File: src/rtl/axis_fifo_prefill_monitor.sv
// Write-side prefill monitor for the TX FIFO.
// It tracks FIFO occupancy and how much of the current frame has been
// written. fifo_min_data_write_done tells the read controller that enough
// data is buffered to start reading without running the FIFO dry. That
// happens after MIN_FILL words, at the end of a short frame, or when the
// source stalls. Done then stays high until the frame has fully drained.
module axis_fifo_prefill_monitor #(
  parameter int DEPTH_LOG2   = 5,
  parameter int MIN_FILL     = 8,
  parameter int STALL_CYCLES = 16
) (
  input  logic                  clk,
  input  logic                  rst,
  input  logic                  s_axis_tvalid,
  input  logic                  s_axis_tlast,
  output logic                  s_axis_tready,
  input  logic                  fifo_rd_enable,
  output logic                  fifo_wr_en,
  output logic                  fifo_min_data_write_done,
  output logic [DEPTH_LOG2:0]   fifo_level,
  output logic                  fifo_full,
  output logic                  fifo_empty,
  input  logic                  clear_sticky,
  output logic                  overflow_sticky,
  output logic                  underflow_sticky
);

  localparam int CW = DEPTH_LOG2 + 1;
  localparam logic [CW-1:0] DEPTH_W = CW'(2 ** DEPTH_LOG2);
  localparam logic [CW-1:0] MIN_W   = CW'(MIN_FILL);
  localparam logic [7:0]    STALL_W = 8'(STALL_CYCLES);

  typedef enum logic [1:0] {
    S_IDLE  = 2'd0,
    S_FILL  = 2'd1,
    S_READY = 2'd2
  } state_t;

  state_t        state_q, state_d;
  logic [CW-1:0] level_q, level_d;
  logic [CW-1:0] frame_cnt_q, frame_cnt_d;
  logic [7:0]    stall_cnt_q, stall_cnt_d;
  logic          last_seen_q, last_seen_d;
  logic          done_q, done_d;
  logic          overflow_q, overflow_d;
  logic          underflow_q, underflow_d;

  logic          wr;
  logic          rd;
  logic [CW-1:0] frame_sum;
  logic [CW-1:0] frame_sat;
  logic [7:0]    stall_inc;

  // Handshake and status decode derived from the registered level.
  assign fifo_full                = (level_q == DEPTH_W);
  assign fifo_empty               = (level_q == '0);
  assign s_axis_tready            = ~fifo_full;
  assign fifo_wr_en               = s_axis_tvalid & s_axis_tready;
  assign wr                       = fifo_wr_en;
  assign rd                       = fifo_rd_enable & ~fifo_empty;
  assign fifo_level               = level_q;
  assign fifo_min_data_write_done = done_q;
  assign overflow_sticky          = overflow_q;
  assign underflow_sticky         = underflow_q;

  // Next occupancy and sticky error flags. A set beats a clear in the same cycle.
  always_comb begin
    level_d = level_q;
    case ({wr, rd})
      2'b10:   level_d = level_q + CW'(1);
      2'b01:   level_d = level_q - CW'(1);
      default: level_d = level_q;
    endcase
    overflow_d  = (s_axis_tvalid & fifo_full)   | (overflow_q  & ~clear_sticky);
    underflow_d = (fifo_rd_enable & fifo_empty) | (underflow_q & ~clear_sticky);
  end

  // Saturating frame and stall counters shared by the FSM below.
  always_comb begin
    frame_sum = frame_cnt_q + (wr ? CW'(1) : CW'(0));
    frame_sat = (frame_sum >= MIN_W) ? MIN_W : frame_sum;
    if (wr) begin
      stall_inc = 8'd0;
    end else if (stall_cnt_q >= STALL_W) begin
      stall_inc = STALL_W;
    end else begin
      stall_inc = stall_cnt_q + 8'd1;
    end
  end

  // Prefill FSM: next state, counter updates and the done flag.
  always_comb begin
    state_d     = state_q;
    frame_cnt_d = frame_cnt_q;
    stall_cnt_d = stall_cnt_q;
    last_seen_d = last_seen_q;
    case (state_q)
      S_IDLE: begin
        stall_cnt_d = 8'd0;
        last_seen_d = 1'b0;
        if (wr) begin
          frame_cnt_d = CW'(1);
          if ((MIN_FILL == 1) || s_axis_tlast) begin
            state_d     = S_READY;
            last_seen_d = s_axis_tlast;
          end else begin
            state_d = S_FILL;
          end
        end
      end
      S_FILL: begin
        frame_cnt_d = frame_sat;
        stall_cnt_d = stall_inc;
        // A stall only counts while something is actually buffered.
        if ((frame_sum >= MIN_W) || (wr & s_axis_tlast) ||
            ((stall_inc == STALL_W) && (level_d != '0))) begin
          state_d     = S_READY;
          last_seen_d = wr & s_axis_tlast;
        end
      end
      S_READY: begin
        frame_cnt_d = frame_sat;
        stall_cnt_d = stall_inc;
        if (wr & s_axis_tlast) begin
          last_seen_d = 1'b1;
        end
        // Beats of a following frame keep us here until the FIFO empties.
        if (last_seen_q && (level_d == '0) && !wr) begin
          state_d     = S_IDLE;
          last_seen_d = 1'b0;
          frame_cnt_d = '0;
          stall_cnt_d = 8'd0;
        end
      end
      default: begin
        state_d     = S_IDLE;
        frame_cnt_d = '0;
        stall_cnt_d = 8'd0;
        last_seen_d = 1'b0;
      end
    endcase
    done_d = (state_d == S_READY);
  end

  // State register with asynchronous reset.
  always_ff @(posedge clk or posedge rst) begin
    if (rst) begin
      state_q     <= S_IDLE;
      level_q     <= '0;
      frame_cnt_q <= '0;
      stall_cnt_q <= 8'd0;
      last_seen_q <= 1'b0;
      done_q      <= 1'b0;
      overflow_q  <= 1'b0;
      underflow_q <= 1'b0;
    end else begin
      state_q     <= state_d;
      level_q     <= level_d;
      frame_cnt_q <= frame_cnt_d;
      stall_cnt_q <= stall_cnt_d;
      last_seen_q <= last_seen_d;
      done_q      <= done_d;
      overflow_q  <= overflow_d;
      underflow_q <= underflow_d;
    end
  end

endmodule

File: config.mk
export PLATFORM = sky130hd
export DESIGN_NAME = axis_fifo_prefill_monitor
export DESIGN_NICKNAME = d
export VERILOG_FILES = /design/src/rtl/axis_fifo_prefill_monitor.sv
export SDC_FILE = /design/constraint.sdc
export NUM_CORES = 1
export LEC_CHECK = 0
export ABC_AREA = 1
export BUFFER_PORTS_ARGS = -buffer_cell sky130_fd_sc_hd__buf_2
export CAP_MARGIN = 20
export CORE_MARGIN = 3
export CORE_UTILIZATION = 58
export DETAILED_ROUTE_END_ITERATION = 8
export PLACE_DENSITY_LB_ADDON = 0.3
export SLEW_MARGIN = 0
export SYNTH_ARGS = -nofsm -noshare
export SYNTH_HDL_FRONTEND = slang
export SYNTH_SLANG_ARGS = --single-unit
File: constraint.sdc
create_clock -name clk -period 3.3 [get_ports clk]
set_input_delay 0 -clock clk [delete_from_list [all_inputs] [get_ports clk]]
set_output_delay 0 -clock clk [all_outputs]
set_load 0.01 [all_outputs]
=== Word-level counts from Yosys, hierarchy flattened ===
Index checks and enable logic that the tools add are counted.

* Reduce and logical (&&, ||, !) cells: 11
* $lt $le $gt $ge: 2
* Bitwise logic cells: 12
* Equality and inequality tests: 10
* Add/subtract/negate cells: 4
* Muxes and demuxes: 21

{| class="wikitable"
|+ Operators by type and width
! operator !! count
|-
| 2-to-1 mux 8 bit || 3
|-
| 2-to-1 mux 6 bit || 3
|-
| one-hot mux 6 bit (3 select lines) || 1
|-
| one-hot mux 8 bit (2 select lines) || 1
|-
| logical NOT 6 bit || 2
|-
| one-hot mux 6 bit (2 select lines) || 1
|-
| adder 8 x 1 -> 8 bit, second input constant || 1
|-
| == test 8 x 5 -> 1 bit, second input constant || 1
|-
| >= comparator 8 x 5 -> 1 bit, second input constant || 1
|-
| 2-to-1 mux 2 bit || 4
|-
| bitwise AND 1 bit || 7
|-
| adder 6 x 1 -> 6 bit || 1
|-
| adder 6 x 1 -> 6 bit, second input constant || 1
|-
| == test 2 bit, second input constant || 3
|-
| == test 6 bit, second input constant || 1
|-
| >= comparator 6 x 4 -> 1 bit, second input constant || 1
|-
| 2-to-1 mux 1 bit || 6
|-
| one-hot mux 2 bit (3 select lines) || 1
|-
| nonzero test 6 bit || 1
|-
| subtractor 6 x 1 -> 6 bit, second input constant || 1
|-
| == test 2 x 1 -> 1 bit, second input constant || 2
|-
| != test 2 bit, second input constant || 2
|-
| logical AND 1 bit || 3
|-
| != test 3 bit, second input constant || 1
|-
| other kinds (7) || 11
|}

* Input port bits: 6
* Word-level logic and storage cells: 68
* Flip-flop bits (word level): 26
* Output and inout port bits: 13

=== Logic depth before layout (Yosys ltp) ===
* Word-level depth: 11
* Depth in mapped cells: 30
* Depth with buffers taken out: 28

=== Worst setup path after synthesis ===
OpenSTA, ideal clock, no wires.

* Path kind: register to register
* Start point: register level_q[1], in the netlist fifo_level[1]
* End point: register frame_cnt_q[1]
* Data arrival time: 3.059 ns
* Required time: 3.184 ns
* Stages on the path, launching flop included: 26
* Setup slack: 0.125 ns
* Cells stage by stage: dfrtp_1 buf_6 nor2_4 nand3_2 nor3_1 inv_1 nand2_1 inv_1 ha_1 buf_6 nor2_1 nor2_2 ha_1 nand2_1 nand2_1 or2_1 nor2_1 nand3_1 nor2_2 nand3_2 nand2_2 nand2_2 nand2_1 nor2_2 nand2_1 nand2_1

* Longest elaborated chain between the ends: 10

{| class="wikitable"
|+ Ends and longest elaborated chain
! element !! line !! RTL
|-
| from (decl) || 40 || <nowiki>logic [CW-1:0] level_q, level_d;</nowiki>
|-
| from (signal assigned) || 158 || <nowiki>level_q <= level_d;</nowiki>
|-
| logical NOT 6 bit (*) || 56 || <nowiki>assign fifo_empty = (level_q == '0);</nowiki>
|-
| named net fifo_empty || 22 || <nowiki>output logic fifo_empty,</nowiki>
|-
| NOT 1 bit (*) || 60 || <nowiki>assign rd = fifo_rd_enable & ~fifo_empty;</nowiki>
|-
| bitwise AND 1 bit (*) || 60 ||
|-
| == test 2 x 1 -> 1 bit / == test 2 bit (equally long branches) || 69 || <nowiki>case ({wr, rd})</nowiki>
|-
| one-hot mux 6 bit (2 select lines) (*) || 69 ||
|-
| named net level_d[1] || 40 ||
|-
| logical NOT 6 bit (*) || 128 || <nowiki>if (last_seen_q && (level_d == '0) && !wr) begin</nowiki>
|-
| logical AND 1 bit (*) (2 in a row) || 128 ||
|-
| 2-to-1 mux 6 bit (*) || 128 ||
|-
| one-hot mux 6 bit (3 select lines) (*) || 97 || <nowiki>case (state_q)</nowiki>
|-
| to (signal assigned) || 159 || <nowiki>frame_cnt_q <= frame_cnt_d;</nowiki>
|-
| to (decl) || 41 || <nowiki>logic [CW-1:0] frame_cnt_q, frame_cnt_d;</nowiki>
|}

The timed path passes the listed nets; every way through them passes the cells marked *.
A chain may end at the register's enable or synchronous reset.

=== Worst setup path in the final report ===
* Start point: register level_q[1], in the netlist fifo_level[1]
* End point: register frame_cnt_q[2]

* Longest elaborated chain between the ends: 10

{| class="wikitable"
|+ Ends and longest elaborated chain
! element !! line
|-
| == test 6 bit / logical NOT 6 bit (equally long branches) || 55, 56
|-
| NOT 1 bit (on tied branches) || 57, 60
|-
| bitwise AND 1 bit (on tied branches) || 58, 60
|-
| == test 2 x 1 -> 1 bit / == test 2 bit (equally long branches) || 69
|-
| one-hot mux 6 bit (2 select lines) (*) || 69
|-
| named net level_d[1] || 40
|-
| logical NOT 6 bit (*) || 128
|-
| logical AND 1 bit (*) (2 in a row) || 128
|-
| 2-to-1 mux 6 bit (*) || 128
|-
| one-hot mux 6 bit (3 select lines) (*) || 97
|}

Marks and branches as above.

==> flow_summary_export.csv <==
group,metric,value,unit
timing,max_freq,337,MHz
placement,dp_slack,0.284,ns
synth,synth_top_family_by_area,"simple AND/OR/NAND/NOR gates",
synth,synth_mux_area_share,0,%
synth,synth_adder_area_share,8.71,%
timing,period_needed,2.97,ns
detailed_routing,drt_iter0_drc,125,
cells_and_area,multiInputGateArea,911,sq um
synth,yosysSeqAreaShare,37.8,%
floorplan,die_h,60.5,um
setup_path,cp_max_fo,6,
synth,synth_compound_area_share,4.21,%
floorplan,pin_count,19,
synth,syn_avg_cell_area,7.33,sq um
global_route,grtUsageTotal,19.3,%
placement,post-place-cells,286,
detailed_routing,wl_per_cell,11.0,um
synth,netlist_top_cells_count,"nand2_1, inv_1, dfrtp_1",
clock_network,cts_tree,"done",
synth,synth_edf_count,0,
timing,relSlewSlack,36.9,%
timing,skew,0.00742,ns
detailed_routing,first_pass_iters,4,
synth,synth_top_area_share,37.8,%
floorplan,core_area,2810,sq um
synth,async_reset_ff_share,100,%
global_route,grt_pass1_vias,1277,
timing,slew_violations,0,
floorplan,rows,19,
detailed_routing,vias_per_cell,4.98,
timing,whs,0.197,ns
placement,io_buffers,18,
clock_network,clock_latency,0.31,ns
global_route,antenna_found_initial,0,
timing,worst_slew_pin_slew,0.945,ns
synth,synth_xor_xnor_area_share,2.03,%
synth,synth_largest_area_cell,"dfrtp_1",
setup_path,endpoint_kind,"register",
cells_and_area,layout.cells.non_filler,298,
synth,ys_ff_latch,26,
cells_and_area,fin_util,71.0,%
power_and_ir_drop,p_leak,1.12,nW
clock_network,cts_sinks,26,
cells_and_area,final_nets,286,
floorplan,fp.dieW,60.5,um
timing,hold_viol,0,
setup_path,cp-start-kind,"register",
synth,yosysUniqueCellTypes,29,
global_route,grt_start_max_net_pins,27,
setup_path,critPathArrivalTime,3.19,ns
timing,post-route-period-util,90.0,%
synth,syn-instance-count,235,
global_route,grt_overflow,0,
placement,gp_congestion,0.950,
setup_path,crit_type,"reg2reg",
placement,dp_hpwl,2.48,mm
power_and_ir_drop,powerDensity,745,nW/um^2
synth,ys.flop_type,"dfrtp_1",
run,drv_cap,0,
cells_and_area,nFillCells,223,
synth,yosysMostFrequentCell,"nand2_1",
synth,synth.area.top_cells,"dfrtp_1, nand2_1, ha_1, inv_1, nand3_1",
detailed_routing,drc,0,
synth,synth_simple_gate_area_share,36.6,%
clock_network,htreeDepth,1,
clock_network,cts_made_buffers,3,
detailed_routing,routed_wl,3.28,mm
run_status,status,"completed",
timing,setup_slack,0.329,ns
cells_and_area,syn_to_final_growth,15.5,%
timing,setup_violations,0,
cells_and_area,final-seq-area,653,sq um
timing,tns,0,ns
cells_and_area,n_antenna_cell,0,
setup_path,worstPathRequired,3.51,ns
floorplan,die-area,3660,sq um
floorplan,initial_core_util,61.4,%
cells_and_area,drive_gt1_share,18.4,%
synth,yosysWarningCount,0,
clock_network,clk_pin_slew,0.14,ns
clock_network,clock_path_buffers,2,
synth,syn_area,1720,sq um
clock_network,cts-root-buf,"clkbuf_4",
power_and_ir_drop,ir_drop,0.000373,V
detailed_routing,vias,1483,
global_route,grt_pass1_wl,5.38,mm
hold_path,hold_class,"in2reg",
detailed_routing,ant_nets,0,
==> kinds of logic after synthesis <==
logic type,count (synthesis)
simple gates,137
buf+inv,43
flops,26
compound gates,12
fa+ha+maj,12
xor+xnor,4
other cells,1
==> registers in the layout, summed over array words and instances, names as in the netlist <==
name                      cells
fifo_level                    6
underflow_sticky              1
overflow_sticky               1
last_seen_q                   1
stall_cnt_q                   8
state_q                       2
frame_cnt_q                   6
fifo_min_data_write_done      1
==> report_power, final <==
group | leakage, nW | switching (W) | total [W] | internal, W
Combinational | 0.759 | 0.000466 | 0.000768 | 0.000302
Sequential | 0.333 | 0.000103 | 0.000503 | 0.000401
Clock | 0.0279 | 0.0000884 | 0.000211 | 0.000123
Total | 1.12 | 0.000658 | 0.00148 | 0.000825
==> per-layer routing <==
metal  wire length [um]  track usage, %
met1               1570            25.7
met4                 42            4.95
met5                  0               0
met2               1560            32.4
met3                110            3.62
==> timing repair <==
| item | CTS | global route |
|---|---|---|
| endpoints found under the hold margin | 29 | 0 |
| hold buffers | 5 | 0 |
| gates resized for setup | 0 | 4 |
| endpoints found under the setup margin | 0 | 13 |
| buffers inserted | 0 | 3 |
==> cells in the final DEF, fill, tap and decap left out, types with 2 or more instances in the layout <==
master	instances
nand2_1	73
inv_1	38
nand3_1	24
dfrtp_1	24
nor2_1	19
buf_2	18
ha_1	12
buf_4	6
dlygate4sd3_1	5
nor2_2	4
o21ai_0	4
nand2_2	4
nor2_4	3
xnor2_1	3
clkbuf_4	3
conb_1	3
nand3_2	2
nor3_4	2
inv_2	2
nand4_1	2
nor3_1	2
o22ai_1	2
dfrtp_2	2
==> worst max-delay path, cell delays in order, from the launching register on <==
cell and delay (ns):
dfrtp_2 0.48, nor2_4 0.13, nand3_2 0.13, nor3_4 0.17, inv_1 0.06, nand2_1 0.05
inv_1 0.05, ha_1 0.20, nand2_1 0.07, inv_1 0.04, nor2_2 0.10, ha_1 0.24
nand2_1 0.06, nand2_1 0.06, or2_1 0.22, nor2_1 0.10, nand3_1 0.09, nor2_2 0.11
nand3_2 0.09, nand2_2 0.09, nand2_2 0.08, nand2_1 0.10, nor2_2 0.05, nand2_1 0.05
nand2_1 0.04
==> final timing paths <==
check / start / to / slack (ns) / cells after the start
setup reg to reg: fifo_level[1] / frame_cnt_q[2] / 0.33 / 24
setup / recovery: fifo_level[1] / frame_cnt_q[2] / 0.33 / 24
hold reg to reg: frame_cnt_q[0] / frame_cnt_q[0] / 0.53 / 2
min in group asynchronous: rst / fifo_level[2] / 0.42 / 3
hold / removal: s_axis_tvalid / stall_cnt_q[4] / 0.20 / 5
max in group asynchronous: rst / fifo_level[1] / 2.24 / 3
==> final cells by class <==
type                            instances  share of cell area (%)
Multi-Input combinational cell        168                    45.8
Timing Repair Buffer                   29                    9.30
Tap cell                               31                    1.95
Sequential cell                        26                    32.8
Inverter                               40                    7.54
Clock inverter                          1                    1.51
Clock buffer                            3                    1.13
==> metrics by stage <==
stage                     power [W]  cell area, sq um
after global placement      0.00121              1850
after global routing        0.00163              1990
after detailed placement    0.00122              1850
after CTS                   0.00145              1950
after floorplan             0.00105              1730
final                       0.00148              1990
(Power assumes the default switching activity.)
